### src/rtl/piano_pkg.sv
// rtl/piano_pkg.sv - shared states, song/mode codes and defaults for the piano player
package piano_pkg;

  typedef enum logic [2:0] {
    ST_IDLE,
    ST_FETCH_LEN,
    ST_FETCH_NOTE,
    ST_PLAY,
    ST_GAP,
    ST_PAUSED
  } seq_state_t;

  localparam logic [1:0] SONG_NONE = 2'b00;
  localparam logic [1:0] SONG_LS   = 2'b01;
  localparam logic [1:0] SONG_HB   = 2'b10;
  localparam logic [1:0] SONG_JB   = 2'b11;

  typedef enum logic [1:0] {
    IDLE_MODE,
    PLAY_MODE,
    LEARN_MODE
  } mode_t;

  localparam int unsigned DEFAULT_GAP_CYCLES = 10_000_000;

  // States that a high pause level may freeze
  function automatic logic is_pausable(seq_state_t s);
    return (s == ST_FETCH_NOTE) || (s == ST_PLAY) || (s == ST_GAP);
  endfunction

endpackage

### src/rtl/dur_timer.sv
// rtl/dur_timer.sv - loadable down-counter with hold and expiry flag, shared by note and gap timing
module dur_timer #(
  parameter int DUR_W = 32
) (
  input  logic             clk,
  input  logic             rst_n,
  input  logic             load,
  input  logic [DUR_W-1:0] load_val,
  input  logic             en,
  output logic             expired
);

  logic [DUR_W-1:0] cnt_q, cnt_d;

  // Load wins over counting; counting saturates at zero and only runs while enabled
  always_comb begin
    cnt_d = cnt_q;
    if (load) begin
      cnt_d = load_val;
    end else if (en && (cnt_q != '0)) begin
      cnt_d = cnt_q - DUR_W'(1);
    end
  end

  // Count register
  always_ff @(posedge clk or negedge rst_n) begin
    if (!rst_n) begin
      cnt_q <= '0;
    end else begin
      cnt_q <= cnt_d;
    end
  end

  assign expired = (cnt_q == '0);

endmodule

### src/rtl/song_sequencer.sv
// rtl/song_sequencer.sv - single-address-bus playback sequencer for the note/duration ROM pair
module song_sequencer
  import piano_pkg::*;
#(
  parameter int unsigned GAP_CYCLES = DEFAULT_GAP_CYCLES,
  parameter int          ROM_LAT    = 1,
  parameter int          ADDR_W     = 7,
  parameter int          DUR_W      = 32
) (
  input  logic              clk,
  input  logic              rst_n,
  input  logic              start,
  input  logic              pause,
  input  logic              stop,
  input  logic [1:0]        song_sel,
  output logic [1:0]        rom_sel,
  output logic [ADDR_W-1:0] rom_addr,
  input  logic [9:0]        rom_note,
  input  logic [DUR_W-1:0]  rom_dur,
  output logic [9:0]        note_and_pitch,
  output logic [ADDR_W-1:0] index,
  output logic              busy,
  output logic              done
);

  localparam int              LAT_W    = (ROM_LAT > 1) ? $clog2(ROM_LAT) : 1;
  localparam logic [LAT_W-1:0] LAT_LAST = LAT_W'(ROM_LAT - 1);
  localparam logic [DUR_W-1:0] GAP_LOAD = (GAP_CYCLES > 0) ? DUR_W'(GAP_CYCLES - 1) : '0;

  seq_state_t        state_q, state_d;
  seq_state_t        ret_q, ret_d;
  logic [1:0]        rom_sel_q, rom_sel_d;
  logic [ADDR_W-1:0] rom_addr_q, rom_addr_d;
  logic [ADDR_W-1:0] index_q, index_d;
  logic [ADDR_W-1:0] length_q, length_d;
  logic [9:0]        note_q, note_d;
  logic [9:0]        note_and_pitch_q, note_and_pitch_d;
  logic [LAT_W-1:0]  lat_cnt_q, lat_cnt_d;
  logic              busy_q, busy_d;
  logic              done_q, done_d;

  logic              tmr_load;
  logic [DUR_W-1:0]  tmr_val;
  logic              tmr_en;
  logic              tmr_expired;
  logic              lat_done;

  assign lat_done = (lat_cnt_q == LAT_LAST);
  // The timer counts the cycle just spent in PLAY/GAP, including the cycle a pause is taken
  assign tmr_en   = (state_q == ST_PLAY) || (state_q == ST_GAP);

  dur_timer #(.DUR_W(DUR_W)) u_dur_timer (
    .clk      (clk),
    .rst_n    (rst_n),
    .load     (tmr_load),
    .load_val (tmr_val),
    .en       (tmr_en),
    .expired  (tmr_expired)
  );

  // Next state: normal sequencing, then pause overlay, then start, then stop (highest)
  always_comb begin
    state_d          = state_q;
    ret_d            = ret_q;
    rom_sel_d        = rom_sel_q;
    rom_addr_d       = rom_addr_q;
    index_d          = index_q;
    length_d         = length_q;
    note_d           = note_q;
    lat_cnt_d        = lat_cnt_q;
    note_and_pitch_d = '0;
    done_d           = 1'b0;
    tmr_load         = 1'b0;
    tmr_val          = '0;

    case (state_q)
      ST_FETCH_LEN: begin
        if (lat_done) begin
          length_d = rom_note[ADDR_W-1:0];
          if (rom_note[ADDR_W-1:0] == '0) begin
            done_d  = 1'b1;
            state_d = ST_IDLE;
          end else begin
            rom_addr_d = ADDR_W'(1);
            lat_cnt_d  = '0;
            state_d    = ST_FETCH_NOTE;
          end
        end else begin
          lat_cnt_d = lat_cnt_q + LAT_W'(1);
        end
      end
      ST_FETCH_NOTE: begin
        if (lat_done) begin
          note_d           = rom_note;
          note_and_pitch_d = rom_note;
          tmr_load         = 1'b1;
          tmr_val          = (rom_dur == '0) ? '0 : rom_dur - DUR_W'(1);
          state_d          = ST_PLAY;
        end else begin
          lat_cnt_d = lat_cnt_q + LAT_W'(1);
        end
      end
      ST_PLAY: begin
        note_and_pitch_d = note_q;
        if (tmr_expired) begin
          note_and_pitch_d = '0;
          tmr_load         = 1'b1;
          tmr_val          = GAP_LOAD;
          state_d          = ST_GAP;
        end
      end
      ST_GAP: begin
        if (tmr_expired) begin
          if (index_q >= length_q) begin
            done_d  = 1'b1;
            state_d = ST_IDLE;
          end else begin
            index_d    = index_q + ADDR_W'(1);
            rom_addr_d = index_q + ADDR_W'(1);
            lat_cnt_d  = '0;
            state_d    = ST_FETCH_NOTE;
          end
        end
      end
      ST_PAUSED: begin
        if (!pause) begin
          state_d          = ret_q;
          lat_cnt_d        = '0;
          note_and_pitch_d = (ret_q == ST_PLAY) ? note_q : '0;
        end
      end
      default: ;
    endcase

    if (pause && is_pausable(state_q) && is_pausable(state_d)) begin
      ret_d            = state_d;
      state_d          = ST_PAUSED;
      note_and_pitch_d = '0;
    end

    if (start) begin
      if (song_sel != SONG_NONE) begin
        rom_sel_d        = song_sel;
        index_d          = ADDR_W'(1);
        rom_addr_d       = '0;
        lat_cnt_d        = '0;
        tmr_load         = 1'b0;
        note_and_pitch_d = '0;
        done_d           = 1'b0;
        state_d          = ST_FETCH_LEN;
      end else if (state_q != ST_IDLE) begin
        note_and_pitch_d = '0;
        done_d           = 1'b0;
        state_d          = ST_IDLE;
      end
    end

    if (stop) begin
      note_and_pitch_d = '0;
      done_d           = 1'b0;
      state_d          = ST_IDLE;
    end

    busy_d = (state_d != ST_IDLE);
  end

  // State and registered outputs
  always_ff @(posedge clk or negedge rst_n) begin
    if (!rst_n) begin
      state_q          <= ST_IDLE;
      ret_q            <= ST_IDLE;
      rom_sel_q        <= SONG_NONE;
      rom_addr_q       <= '0;
      index_q          <= '0;
      length_q         <= '0;
      note_q           <= '0;
      note_and_pitch_q <= '0;
      lat_cnt_q        <= '0;
      busy_q           <= 1'b0;
      done_q           <= 1'b0;
    end else begin
      state_q          <= state_d;
      ret_q            <= ret_d;
      rom_sel_q        <= rom_sel_d;
      rom_addr_q       <= rom_addr_d;
      index_q          <= index_d;
      length_q         <= length_d;
      note_q           <= note_d;
      note_and_pitch_q <= note_and_pitch_d;
      lat_cnt_q        <= lat_cnt_d;
      busy_q           <= busy_d;
      done_q           <= done_d;
    end
  end

  assign rom_sel        = rom_sel_q;
  assign rom_addr       = rom_addr_q;
  assign index          = index_q;
  assign note_and_pitch = note_and_pitch_q;
  assign busy           = busy_q;
  assign done           = done_q;

endmodule

### config.mk
export PLATFORM = sky130hd
export DESIGN_NAME = song_sequencer
export DESIGN_NICKNAME = d
export VERILOG_FILES = /design/src/rtl/piano_pkg.sv /design/src/rtl/dur_timer.sv /design/src/rtl/song_sequencer.sv
export SDC_FILE = /design/constraint.sdc
export NUM_CORES = 1
export LEC_CHECK = 0
export BUFFER_PORTS_ARGS = -buffer_cell sky130_fd_sc_hd__buf_4
export CAP_MARGIN = 20
export CORE_MARGIN = 4
export CORE_UTILIZATION = 23
export DETAILED_ROUTE_END_ITERATION = 8
export PLACE_DENSITY = 0.47
export SKIP_LAST_GASP = 1
export SLEW_MARGIN = 30
export SYNTH_ARGS = -nofsm -noshare
export SYNTH_HDL_FRONTEND = slang
export SYNTH_SLANG_ARGS = --single-unit
export TNS_END_PERCENT = 5
### constraint.sdc
create_clock -name clk -period 2.5 [get_ports clk]
set_input_delay 0.375 -clock clk [delete_from_list [all_inputs] [get_ports clk]]
set_output_delay 0.375 -clock clk [all_outputs]
set_load 0.02 [all_outputs]
* Word-level counts from Yosys, hierarchy flattened
Cells that the tools add are included.
Storage, ports and cells: register bits 84, logic and storage cells 109, output and inout bits 28, input port bits 49
Cells by class: multiplexer cells 62, $lt $le $gt $ge 1, $add $sub $neg 4, equality and inequality tests 9, bitwise logic cells 1, reduce and logical (&&, ||, !) cells 20
Operators by type and width (number):
- $mux 32 | 4
- $mux 10 | 9
- $mux 7 | 11
- $logic_not 32->1 | 2
- $pmux 32 s2 | 1
- $sub 32x1->32 const B | 2
- $reduce_bool 32->1 | 1
- $mux 3 | 10
- $pmux 10 s3 | 1
- $mux 24 | 1
- $mux 1 | 18
- $eq 3x2->1 const B | 5
- $pmux 3 s5 | 1
- $pmux 7 s2 | 1
- $eq 3x3->1 const B | 3
- $add 7x1->7 const B | 1
- $ge 7x7->1 | 1
- $logic_not 7->1 | 1
- $reduce_and 2->1 | 3
- $reduce_bool 3->1 | 2
- $logic_or 1x1->1 | 5
- $mux 2 | 2
- $pmux 1 s2 | 2
- $reduce_bool 2->1 | 2
- other kinds (6) | 8

* Longest topological paths before layout
word-level depth 14, depth in mapped cells 11, mapped depth without buffers 9

* Modules after synthesis
Synthesis repeated with hierarchy kept, for this count alone.
Second synthesis, totals: cells, all modules 660, area, all modules 5566.6 um^2
By module, submodules not included:
- song_sequencer | seq. area each 1301.2 um^2, cells an instance 426, area each 3499.6 um^2, times used 1
- dur_timer | seq. area each 800.8 um^2, cells an instance 234, area each 2067.0 um^2, times used 1

* Worst setup path after synthesis
OpenSTA, ideal clock, no wires.
kind input port to flip-flop, start in rom_dur[16], end reg u_dur_timer.cnt_q[3], buffers on the path 2, arrival time 2560 ps, setup slack -179 ps, data required time 2382 ps, setup time 118 ps, stages on the path 9, cells stage by stage or4_4 -> or4_1 -> or4_1 -> buf_4 -> and2_4 -> buf_6 -> a21oi_2 -> a31oi_1 -> a21o_1
Between the ends: word-level cells in the longest chain between the ends 5
RTL lines:
- start, declared | RTL line song_sequencer.sv:19 | input logic [DUR_W-1:0] rom_dur,
- $logic_not 32->1 | RTL line song_sequencer.sv:97 | tmr_val = (rom_dur == '0) ? '0 : rom_dur - DUR_W'(1);
- $mux 32 | RTL line song_sequencer.sv:97
- $mux 32 | RTL line song_sequencer.sv:93 | if (lat_done) begin
- $pmux 32 s2 | RTL line song_sequencer.sv:76 | case (state_q)
- $mux 32 | RTL line dur_timer.sv:18 | if (load) begin
- end signal, assigned | RTL line dur_timer.sv:30 | cnt_q <= cnt_d;
- end, declared | RTL line dur_timer.sv:13 | logic [DUR_W-1:0] cnt_q, cnt_d;
Every way passes these cells. A chain may end at the register's enable or synchronous reset.

* Final worst setup path
start reg u_dur_timer.cnt_q[20], end reg busy_q, in the netlist busy
Between the ends: word-level cells in the longest chain between the ends 13, elaborated cells between the ends (all ways) 16, those cells by class 3 x eq/ne; 8 x mux; 5 x reduce/logical
RTL lines:
- $logic_not 32->1 (*) | RTL line dur_timer.sv:34 | assign expired = (cnt_q == '0);
- $mux 3, on equally long branches | RTL line song_sequencer.sv:113, song_sequencer.sv:105
- $pmux 3 s5 (*) | RTL line song_sequencer.sv:76
- $eq 3x2->1 | RTL line piano_pkg.sv:28 | return (s == ST_FETCH_NOTE) || (s == ST_PLAY) || (s == ST_GAP);
- $logic_or 1x1->1 (2 in series) | RTL line piano_pkg.sv:28
- $logic_and 1x1->1 | RTL line song_sequencer.sv:135 | if (pause && is_pausable(state_q) && is_pausable(state_d)) begin
- $mux 3 (*) | RTL line song_sequencer.sv:135
- $mux 3 | RTL line song_sequencer.sv:151 | end else if (state_q != ST_IDLE) begin
- $mux 3 | RTL line song_sequencer.sv:142 | if (song_sel != SONG_NONE) begin
- $mux 3 (*) | RTL line song_sequencer.sv:141 | if (start) begin
- $mux 3 (*) | RTL line song_sequencer.sv:158 | if (stop) begin
- net state_d[1] | RTL line song_sequencer.sv:30 | seq_state_t state_q, state_d;
- $reduce_bool 3->1 (*) | RTL line song_sequencer.sv:164 | busy_d = (state_d != ST_IDLE);
- net busy_d | RTL line song_sequencer.sv:39 | logic busy_q, busy_d;
- end signal, assigned | RTL line song_sequencer.sv:191 | busy_q <= busy_d;
- end, declared | RTL line song_sequencer.sv:39
Mark *: on every way through the listed nets, which the timed path passes. The rest lies on a longest branch.

==> flow_summary.yaml <==
grt:
  grt_pass1_wl_mm: 27.4
  grt_max_degree: 48
  grt_pass1_vias: 5293
  antenna_found_initial: 0
  gr-usage-all-layers: 0.130
  grt_overflow: 0
clock_network:
  path_clk_slew_ns: 0.07
  cts-htree-levels: 3
  cts_tree: "yes"
  root_buffer: "clkbuf_16"
  cts_buffer_depth: 2
  clock_latency_ns: 0.35
  hold_buffers: 0
  cts_sinks: 84
  postCtsSetupRepairBufs: 0
  numCtsBuffers: 9
placement:
  port_buffers: 76
  dp_hpwl_mm: 12.8
  dp_slack_ns: -0.380
  gp_congestion: 0.879
  placed_area_um2: 7190
  placed_cells: 1127
worst_setup_path:
  slowest_delay_ns: 0.58
  crit_required_ns: 2.72
  cp-startpoint: "u_dur_timer.cnt_q[20]"
  worstPathMaxFanout: 3
  path_class: "reg2reg"
  r2r_setup_slack_ns: 0.01
  r2r_cells: 7
  critPathLaunchType: "flop"
  slowest_stage: "or4_4"
  cp.arrival_ns: 2.71
  cp-end-kind: "flop"
  crit_chain: "or4_4, nor2_2, buf_4, a41oi_1, a2111o_1, and3b_1, or3_1"
  worstSetupEndpoint: "busy"
  r2r-start: "u_dur_timer.cnt_q[20]"
  worstReg2RegEnd: "busy"
timing:
  finalWorstSetupSlack_ns: 0.00969
  period_share: 0.996
  timing.fmax_ghz: 0.402
  period_needed_ns: 2.49
  fin_skew_ns: 0.00505
  drv_slew: 0
  whs_ns: -0.000298
  hold_viol: 1
  worst_slew_pin_slew_ns: 0.615
  final-setup-viol-count: 0
  timing.slew.headroom: 0.587
  rsz0062_at_grt: "yes"
floorplan:
  die_w_um: 161
  fp-row-count: 55
  core_um2: 22800
  pin_count: 77
  start_util: 0.235
  die_h_um: 161
  dieArea_um2: 25900
synthesis:
  synth-edff-count: 0
  async_flop_share: 1.00
  yosysSeqAreaShare: 0.391
  syn_inst: 643
  ys_warn_count: 0
  ys_ff_latch: 84
  netlist_area_um2: 5380
  synth_cell_types: 65
  ys.flop_type: "dfrtp_1"
  synth_nets: 703
  avgSynthCellArea_um2: 8.37
final_layout:
  area_growth_pct: 41.0
  diodes: 0
  nFillCells: 2443
  mostFrequentLayoutCell: "buf_4"
  final_area_um2: 7580
  layout_common_cells: "198 x buf_4, 92 x nand2_1, 84 x dfrtp_1"
  fin_cells: 1143
  drive_above_1_share: 0.298
  nets: 885
flow_run:
  max-cap-violations: 0
routing:
  via_per_inst: 4.65
  drc: 0
  first_pass_iters: 5
  wl_mm: 16.7
  vias: 5310
  antenna_left: 0
  drtIter0Drc: 288
  wl_per_cell_um: 14.6
power_and_ir_drop:
  power_w: 0.00444
  p_per_area_nw_per_um2: 585
  p_leak_nw: 3.36
  irDropWorstVdd_v: 0.000303
hold_path:
  min_path_type: "in2async"
status:
  status: "complete, but fails checks"
  failed_checks: "hold timing"
layout make-up:
type / instances / area [um^2] / share of cell area
clock inverters: 7 / 98.8 / 0.0130
repair buffers: 202 / 1570 / 0.207
flip-flops and latches: 84 / 2100 / 0.277
well taps: 313 / 392 / 0.0516
multi-input cells: 505 / 3110 / 0.410
inverters: 23 / 86.3 / 0.0114
clock buffers: 9 / 225 / 0.0297
worst min-delay path by stage:
stage               startpoint           to  slack, ns  cells after the start
detailed placement       rst_n  rom_addr[3]       0.40                      1
CTS                      rst_n  rom_addr[3]       0.02                      1
floorplan                rst_n         busy       0.08                      0
finish                   rst_n  rom_addr[3]    -0.0003                      1
global route             rst_n  rom_addr[3]       0.04                      1
global placement         rst_n  rom_addr[3]       0.39                      1
registers in the layout, indices dropped and copies added, names as in the netlist:
signal,count
rom_addr,7
length_q,7
ret_q,3
rom_sel,2
state_q,3
u_dur_timer.cnt_q,32
done,1
note_q,10
busy,1
note_and_pitch,10
lat_cnt_q,1
index,7
cell families after synthesis:
| group | share of synthesized area |
|---|---|
| adder cells (fa/ha/maj) | 0.0256 |
| buffers and inverters | 0.0428 |
| AO/OA/AOI/OAI | 0.186 |
| AND/OR/NAND/NOR | 0.272 |
| XOR/XNOR | 0.0814 |
| multiplexers | 0.00209 |
| flip-flops | 0.391 |
power by group:
group | switching, W | total (W) | internal (W) | leakage [nW]
clock | 0.000608 | 0.00149 | 0.000885 | 0.162
combinational | 0.000591 | 0.00116 | 0.000571 | 2.13
sequential | 0.000174 | 0.00179 | 0.00161 | 1.07
worst max-delay path, delay by kind of cell (launching register included):
kind | cells | cell delay [ns]
AOI/OAI and AO/OA | 2 | 0.56
and+or+nand+nor | 4 | 1.29
DFF | 1 | 0.38
buffers and inverters | 1 | 0.13
per-layer routing:
metal,wire (um),vias up,GRT usage,part of all wire
met4,218,0,0.0306,0.013
met3,856,16,0.0264,0.051
met2,7400,132,0.206,0.44
met5,0,-,0,0
met1,8220,2483,0.183,0.49
li1,-,2679,-,-
cells in the mapped netlist, drive strengths merged (2+ instances only):
| cell | count | area, um^2 |
|---|---|---|
| a211oi | 2 | 15.0 |
| xnor2 | 28 | 245 |
| o21a | 12 | 90.1 |
| buf | 10 | 63.8 |
| a2111o | 2 | 22.5 |
| o31ai | 6 | 45.0 |
| a21o | 3 | 22.5 |
| a32oi | 2 | 17.5 |
| xor2 | 22 | 193 |
| or3 | 14 | 87.6 |
| nor2 | 57 | 214 |
| o22a | 7 | 61.3 |
| clkbuf | 21 | 80.1 |
| nor4b | 3 | 32.5 |
| o21ai | 26 | 134 |
| nand3 | 27 | 135 |
| a41oi | 2 | 17.5 |
| a31oi | 12 | 75.1 |
| nor3 | 23 | 115 |
| or2 | 3 | 18.8 |
| o211ai | 2 | 15.0 |
| nand2 | 93 | 357 |
| nor4 | 23 | 159 |
| and3 | 7 | 43.8 |
| nand4 | 5 | 31.3 |
| and4 | 3 | 26.3 |
| o2bb2a | 2 | 20.0 |
| nand2b | 2 | 12.5 |
| o22ai | 6 | 37.5 |
| a21oi | 59 | 303 |
| ha | 11 | 138 |
| or4 | 13 | 101 |
| nand4b | 2 | 23.8 |
| a21boi | 2 | 15.0 |
| nor3b | 4 | 30.0 |
| inv | 23 | 86.3 |
| and2 | 5 | 33.8 |
| a31o | 2 | 17.5 |
| dfrtp | 84 | 2100 |
per-stage QoR:
step / hold slack, ns / utilization / setup TNS [ns]
floorplan: 0.0794 / - / -2.23
global placement: 0.392 / 0.315 / -11.62
detailed placement: 0.397 / 0.315 / -11.71
CTS: 0.0206 / 0.331 / -0.00926
global route: 0.0357 / 0.332 / -1.32
finish: -0.000298 / 0.332 / 0
what timing repair did:
| item | 4_1_cts | 5_1_grt |
|---|---|---|
| resized for setup | 9 | 4 |
| pin swaps | 2 | 0 |
| endpoints found under the setup margin | 33 | 41 |
Note: power is estimated with default switching activity, not from simulation.
